--- src/rtl/seven_seg_pkg.sv ---
// Shared constants for the seven-segment scanner: segment glyph table and ghost-guard length.
// The optional PWM dimming feature is enabled by defining SEVEN_SEG_PWM_EN.
package seven_seg_pkg;

    localparam int unsigned SEG_W     = 7;
    localparam int unsigned GUARD_LEN = 16;

    // Active-high patterns, segment a at bit 0 through g at bit 6; entry 15 first.
    localparam logic [15:0][SEG_W-1:0] SEG_TABLE = {
        7'h71, 7'h79, 7'h5E, 7'h39, 7'h7C, 7'h77, 7'h6F, 7'h7F,
        7'h07, 7'h7D, 7'h6D, 7'h66, 7'h4F, 7'h5B, 7'h06, 7'h3F
    };

    function automatic logic [SEG_W-1:0] hex_pattern(input logic [3:0] hex);
        return SEG_TABLE[hex];
    endfunction

endpackage

--- src/rtl/seven_seg_scanner_hex_to_seg.sv ---
// Combinational hex nibble to active-high seven-segment pattern decoder.
module hex_to_seg
    import seven_seg_pkg::*;
(
    input  logic [3:0]       hex,
    output logic [SEG_W-1:0] seg_c
);

    assign seg_c = hex_pattern(hex);

endmodule

--- src/rtl/seven_seg_scanner.sv ---
// Multiplexed seven-segment display scanner with shadow/display double buffering and ghost guard.
// Define SEVEN_SEG_PWM_EN to gate digit enables by the brightness input.
module seven_seg_scanner
    import seven_seg_pkg::*;
#(
    parameter int unsigned DIGITS         = 3,
    parameter int unsigned SCAN_BITS      = 18,
    parameter bit          SEG_ACTIVE_LOW = 1'b0,
    parameter bit          DIG_ACTIVE_LOW = 1'b1
) (
    input  logic                  clk,
    input  logic                  reset,
    input  logic [4*DIGITS-1:0]   digits_i,
    input  logic [DIGITS-1:0]     dp_i,
    input  logic [DIGITS-1:0]     blank_i,
    input  logic                  load,
    input  logic [3:0]            brightness,
    output logic [SEG_W-1:0]      segs,
    output logic                  dp,
    output logic [DIGITS-1:0]     digit_sel,
    output logic                  frame_done
);

    localparam int unsigned IDX_W = (DIGITS > 1) ? $clog2(DIGITS) : 1;
    localparam int unsigned DIG_W = 4 * DIGITS;

    logic [SCAN_BITS-1:0] scan_cnt, cnt_nxt;
    logic [IDX_W-1:0]     idx, idx_nxt;
    logic [DIG_W-1:0]     sh_digits, sh_digits_nxt, disp_digits, disp_digits_nxt;
    logic [DIGITS-1:0]    sh_dp, sh_dp_nxt, disp_dp, disp_dp_nxt;
    logic [DIGITS-1:0]    sh_blank, sh_blank_nxt, disp_blank, disp_blank_nxt;
    logic                 tick_c, wrap_c;

    logic [3:0]           nib_c;
    logic                 blank_c, dp_c;
    logic [DIGITS-1:0]    onehot_c, sel_c;
    logic [SEG_W-1:0]     pattern_c, seg_raw_c;
    logic                 guard_ok_c, pwm_ok_c, lit_c;
    logic [SEG_W-1:0]     segs_nxt;
    logic                 dp_nxt;
    logic [DIGITS-1:0]    digit_sel_nxt;

    // Scan timing and buffer next state; display only swaps at the frame wrap.
    always_comb begin
        cnt_nxt         = scan_cnt + SCAN_BITS'(1);
        tick_c          = &scan_cnt;
        wrap_c          = tick_c && (idx == IDX_W'(DIGITS - 1));
        idx_nxt         = idx;
        if (wrap_c)
            idx_nxt = '0;
        else if (tick_c)
            idx_nxt = idx + IDX_W'(1);
        sh_digits_nxt   = load ? digits_i : sh_digits;
        sh_dp_nxt       = load ? dp_i     : sh_dp;
        sh_blank_nxt    = load ? blank_i  : sh_blank;
        disp_digits_nxt = wrap_c ? sh_digits_nxt : disp_digits;
        disp_dp_nxt     = wrap_c ? sh_dp_nxt     : disp_dp;
        disp_blank_nxt  = wrap_c ? sh_blank_nxt  : disp_blank;
    end

    // Outputs are built from next state so they line up with the registered index.
    always_comb begin
        nib_c    = '0;
        blank_c  = 1'b1;
        dp_c     = 1'b0;
        onehot_c = '0;
        for (int k = 0; k < DIGITS; k++) begin
            if (idx_nxt == IDX_W'(k)) begin
                nib_c       = disp_digits_nxt[4*k +: 4];
                blank_c     = disp_blank_nxt[k];
                dp_c        = disp_dp_nxt[k];
                onehot_c[k] = 1'b1;
            end
        end
    end

    hex_to_seg u_hex_to_seg (
        .hex   (nib_c),
        .seg_c (pattern_c)
    );

`ifdef SEVEN_SEG_PWM_EN
    assign pwm_ok_c = cnt_nxt[SCAN_BITS-1 -: 4] < brightness;
`else
    logic pwm_unused;
    assign pwm_unused = ^brightness;
    assign pwm_ok_c   = 1'b1;
`endif

    always_comb begin
        guard_ok_c    = cnt_nxt >= SCAN_BITS'(GUARD_LEN);
        lit_c         = guard_ok_c && pwm_ok_c && !blank_c;
        sel_c         = lit_c ? onehot_c : '0;
        digit_sel_nxt = DIG_ACTIVE_LOW ? ~sel_c : sel_c;
        seg_raw_c     = blank_c ? '0 : pattern_c;
        segs_nxt      = SEG_ACTIVE_LOW ? ~seg_raw_c : seg_raw_c;
        dp_nxt        = SEG_ACTIVE_LOW ^ (dp_c && !blank_c);
    end

    always_ff @(posedge clk) begin
        if (reset) begin
            scan_cnt    <= '0;
            idx         <= '0;
            sh_digits   <= '0;
            sh_dp       <= '0;
            sh_blank    <= '1;
            disp_digits <= '0;
            disp_dp     <= '0;
            disp_blank  <= '1;
            segs        <= {SEG_W{SEG_ACTIVE_LOW}};
            dp          <= SEG_ACTIVE_LOW;
            digit_sel   <= {DIGITS{DIG_ACTIVE_LOW}};
            frame_done  <= 1'b0;
        end else begin
            scan_cnt    <= cnt_nxt;
            idx         <= idx_nxt;
            sh_digits   <= sh_digits_nxt;
            sh_dp       <= sh_dp_nxt;
            sh_blank    <= sh_blank_nxt;
            disp_digits <= disp_digits_nxt;
            disp_dp     <= disp_dp_nxt;
            disp_blank  <= disp_blank_nxt;
            segs        <= segs_nxt;
            dp          <= dp_nxt;
            digit_sel   <= digit_sel_nxt;
            frame_done  <= wrap_c;
        end
    end

endmodule
--- config.mk ---
export PLATFORM = sky130hd
export DESIGN_NAME = seven_seg_scanner
export DESIGN_NICKNAME = d
export VERILOG_FILES = /design/src/rtl/seven_seg_pkg.sv /design/src/rtl/seven_seg_scanner_hex_to_seg.sv /design/src/rtl/seven_seg_scanner.sv
export SDC_FILE = /design/constraint.sdc
export NUM_CORES = 1
export LEC_CHECK = 0
export CAP_MARGIN = 15
export CORE_ASPECT_RATIO = 1.2
export CORE_MARGIN = 2
export CORE_UTILIZATION = 45
export CTS_CLUSTER_SIZE = 24
export DETAILED_ROUTE_END_ITERATION = 12
export PLACE_DENSITY = 0.66
export SLEW_MARGIN = 20
export SYNTH_ARGS = -nofsm -noshare
export SYNTH_HDL_FRONTEND = slang
export SYNTH_SLANG_ARGS = --single-unit
export TNS_END_PERCENT = 1
--- constraint.sdc ---
create_clock -name clk -period 7 [get_ports clk]
set_input_delay 1.4 -clock clk [delete_from_list [all_inputs] [get_ports clk]]
set_output_delay 1.4 -clock clk [all_outputs]
set_load 0.005 [all_outputs]
==> summary.md <==
| Metric | Value |
|---|---|
| Reg-to-reg endpoint | `segs[0]` |
| Post-layout util | `53.1%` |
| TritonCTS clock tree | `yes` |
| Class of the worst hold path | `reg -> reg` |
| Final ANT Viol Nets | `0` |
| Clk sinks | `68` |
| # diodes | `0` |
| Startpoint types | `input port` |
| Setup slack, reg-to-reg | `3.05 ns` |
| CTS max path bufs | `2` |
| Root Buffer | `clkbuf_8` |
| Ranking of synthesized cells by area | `dfxtp_1 (41%), mux2i_1 (7.0%), nor2_1 (6.8%), ha_1 (3.8%), a21oi_1 (3.7%)` |
| Synth cell types | `57` |
| Die H | `97.7 µm` |
| Yosys top cell by area | `dfxtp_1` |
| Most frequent cells in the layout | `dfxtp_1 (68), nor2_1 (60), clkdlybuf4s50_1 (31)` |
| Post-CTS Resized | `0` |
| FF-to-FF Start | `scan_cnt[0]` |
| Largest net degree at the start of global routing | `59` |
| Gpl congestion | `0.837` |
| Post-route cell area | `0.00381 mm²` |
| Max stage delay on crit path | `0.70 ns` |
| CP cell instances | `clkdlybuf4s50_1 > buf_4 > mux2i_1 > mux2_2 > nor3_1 > nor4_1 > o22ai_4 > nor3_1 > o21bai_1 > a21oi_1` |
| Initial core utilization | `45.8%` |
| Max Clock Skew | `0.0126 ns` |
| Slew Limit Headroom | `31.4%` |
| Post CTS Setup Buffer Count | `0` |
| Slowest cell on crit path | `nor4_1` |
| Die ar. | `0.00801 mm²` |
| Critical path required time | `7.28 ns` |
| Ports | `37` |
| Final Hold Vio Count | `0` |
| Synthesized netlist cell count | `366` |
| Core area | `0.00719 mm²` |
| Max cap viols | `0` |
| Pins Over Slew Limit | `0` |
| Fin crit period | `4.04 ns` |
| WL per Instance | `13.3 µm` |
| Synth top area share | `41.4%` |
| Crit path DAT | `4.32 ns` |
| Synth Register Bits | `68` |
| Share of layout cells above drive strength 1 | `12.4%` |
| Clk_lat worst skew | `0.35 ns` |
| Reg2Reg Depth | `12` |
| Hold endpoint | `disp_digits[5]` |
| Placed inst area | `0.00364 mm²` |
| Hold Crit Depth | `2` |
| Htree depth | `3` |
| DRC | `0` |
| Post-layout net count | `426` |
| Syn Std Cell Area | `0.00329 mm²` |
| Global-route wire length before repair | `11200 µm` |
| Fin Setup TNS | `0 ns` |
| Most common cell after layout, fill and taps aside | `dfxtp_1` |
| Cts bufs inserted | `9` |
| YS warnings | `0` |
| Max Fclk | `0.247 GHz` |
| Final HPWL DP | `4560 µm` |
| DR vias | `2584` |
| Die X | `82.1 µm` |
| Peak VDD IR | `0.101 mV` |
| Clk slew on worst S/H paths | `0.08 ns` |
| Register area share after synthesis | `41.4%` |
| Cell row count | `34` |
| Gr ovfl total | `0` |
| Avg Cell Area, Syn | `8.99 µm²` |
| Syn_nets | `401` |
| Via density per instance | `5.32` |
| Total Wirelength | `6480 µm` |
| Actual slew at the worst max-slew pin | `1.03 ns` |
| Final period utilization | `57.8%` |
| First DRT Iteration DRCs | `218` |
| Filler cells | `698` |
| Area growth from synthesis to layout | `16.0%` |
| P_leak | `1.40 nW` |
| Pre-antenna DRT Iters | `4` |
| Most frequent CP cell | `nor3_1` |
| Outcome | `finished, final reports clean` |
| Hold path start | `disp_digits[5]` |
| CP Capture Type | `register` |
| Post-CTS Hold Buffers | `0` |
| RSZ-0062 raised after global routing | `no` |
| Overall Global Routing Usage | `17.8%` |
| Vias in the first global route | `2556` |
| IO Port Bufs | `32` |
| Max FO, Critical Path | `18` |
| Setup Viol. Count Final | `0` |
| WS Path Type | `in -> reg` |
| Power per Cell Area | `189 mW/mm²` |
| Initial antenna violation count | `0` |
==> logic make-up after synthesis <==
family	synth area share, %
adders and majority gates	3.80
buffers and inverters	3.61
xor gates and xnor gates	4.26
muxes	10.2
AOI/OAI and AO/OA	14.1
and+or+nand+nor	22.7
DFF	41.4
==> per-layer routing <==
metal  up-vias  GRT usage [%]  wire, µm
met5         -              0         0
met4         0           8.59       123
met3        11           3.44       191
met2        35           28.6      3170
met1      1203           22.2      2990
li1       1335              -         -
==> report_power, final <==
part | switching, mW | total (mW) | internal, mW
registers | 0.00310 | 0.397 | 0.394
logic | 0.0156 | 0.0353 | 0.0197
clock network | 0.149 | 0.288 | 0.139
==> layout make-up <==
class                      instances  area (µm²)  share of cell area (%)
clock buffer                      11         141                    3.71
clock inverter                     5        37.5                   0.984
inverter                           8        30.0                   0.787
multi-input combinational        271        1810                    47.4
sequential                        68        1360                    35.7
tap                               90         113                    2.95
timing repair buffer              33         323                    8.46
==> critical path, delay by kind of cell <==
kind	cells	cell delay, ns
AOI/OAI and AO/OA	3	0.48
buffers and inverters	2	0.72
muxes	2	0.58
and+or+nand+nor	3	1.13
==> through the flow <==
step	total power, mW	setup WS [ns]	hold WS [ns]	cells
after floorplan	0.426	3.16	0.440	366
after global placement	0.441	2.70	0.460	470
after detailed placement	0.442	2.66	0.468	470
after CTS	0.729	3.00	0.480	486
after global routing	0.753	2.75	0.513	486
final	0.721	2.96	0.478	486
==> registers in the layout, indices dropped and copies added, names as in the netlist, 7 cells and up <==
register,count
segs,7
scan_cnt,18
sh_digits,12
disp_digits,12
==> synthesized netlist by cell type (all sizes together) <==
cell type and count:
nand3b 1, o22ai 4, dfxtp 68, and3 3, nor2 61, a31oi 3
a22oi 2, clkbuf 14, o211a 2, or3 5, buf 5, a211o 4
mux2 9, xor2 7, a2bb2o 1, a32o 1, a211oi 6, or2 5
and2 2, o21ai 2, mux2i 23, a221oi 1, ha 10, a31o 1
or4 1, nand2b 5, xnor2 9, a2111oi 1, nor3 11, o21a 3
o21bai 1, a32oi 2, nand2 23, o22a 2, nor4 6, a21oi 25
a22o 1, nor2b 8, nand3 14, inv 8, and4 1, nand4 5
==> worst max-delay path by stage <==
stage	from	endpoint	slack (ns)	depth (start not counted)
4_1_cts	load	segs[0]	3.00	10
5_1_grt	scan_cnt[0]	segs[0]	2.75	12
3_5_place_dp	load	segs[6]	2.66	10
6_report	load	segs[0]	2.96	10
3_3_place_gp	load	segs[6]	2.70	10
2_1_floorplan	load	segs[6]	3.16	11
No activity file was read; power rests on OpenSTA's default activity.
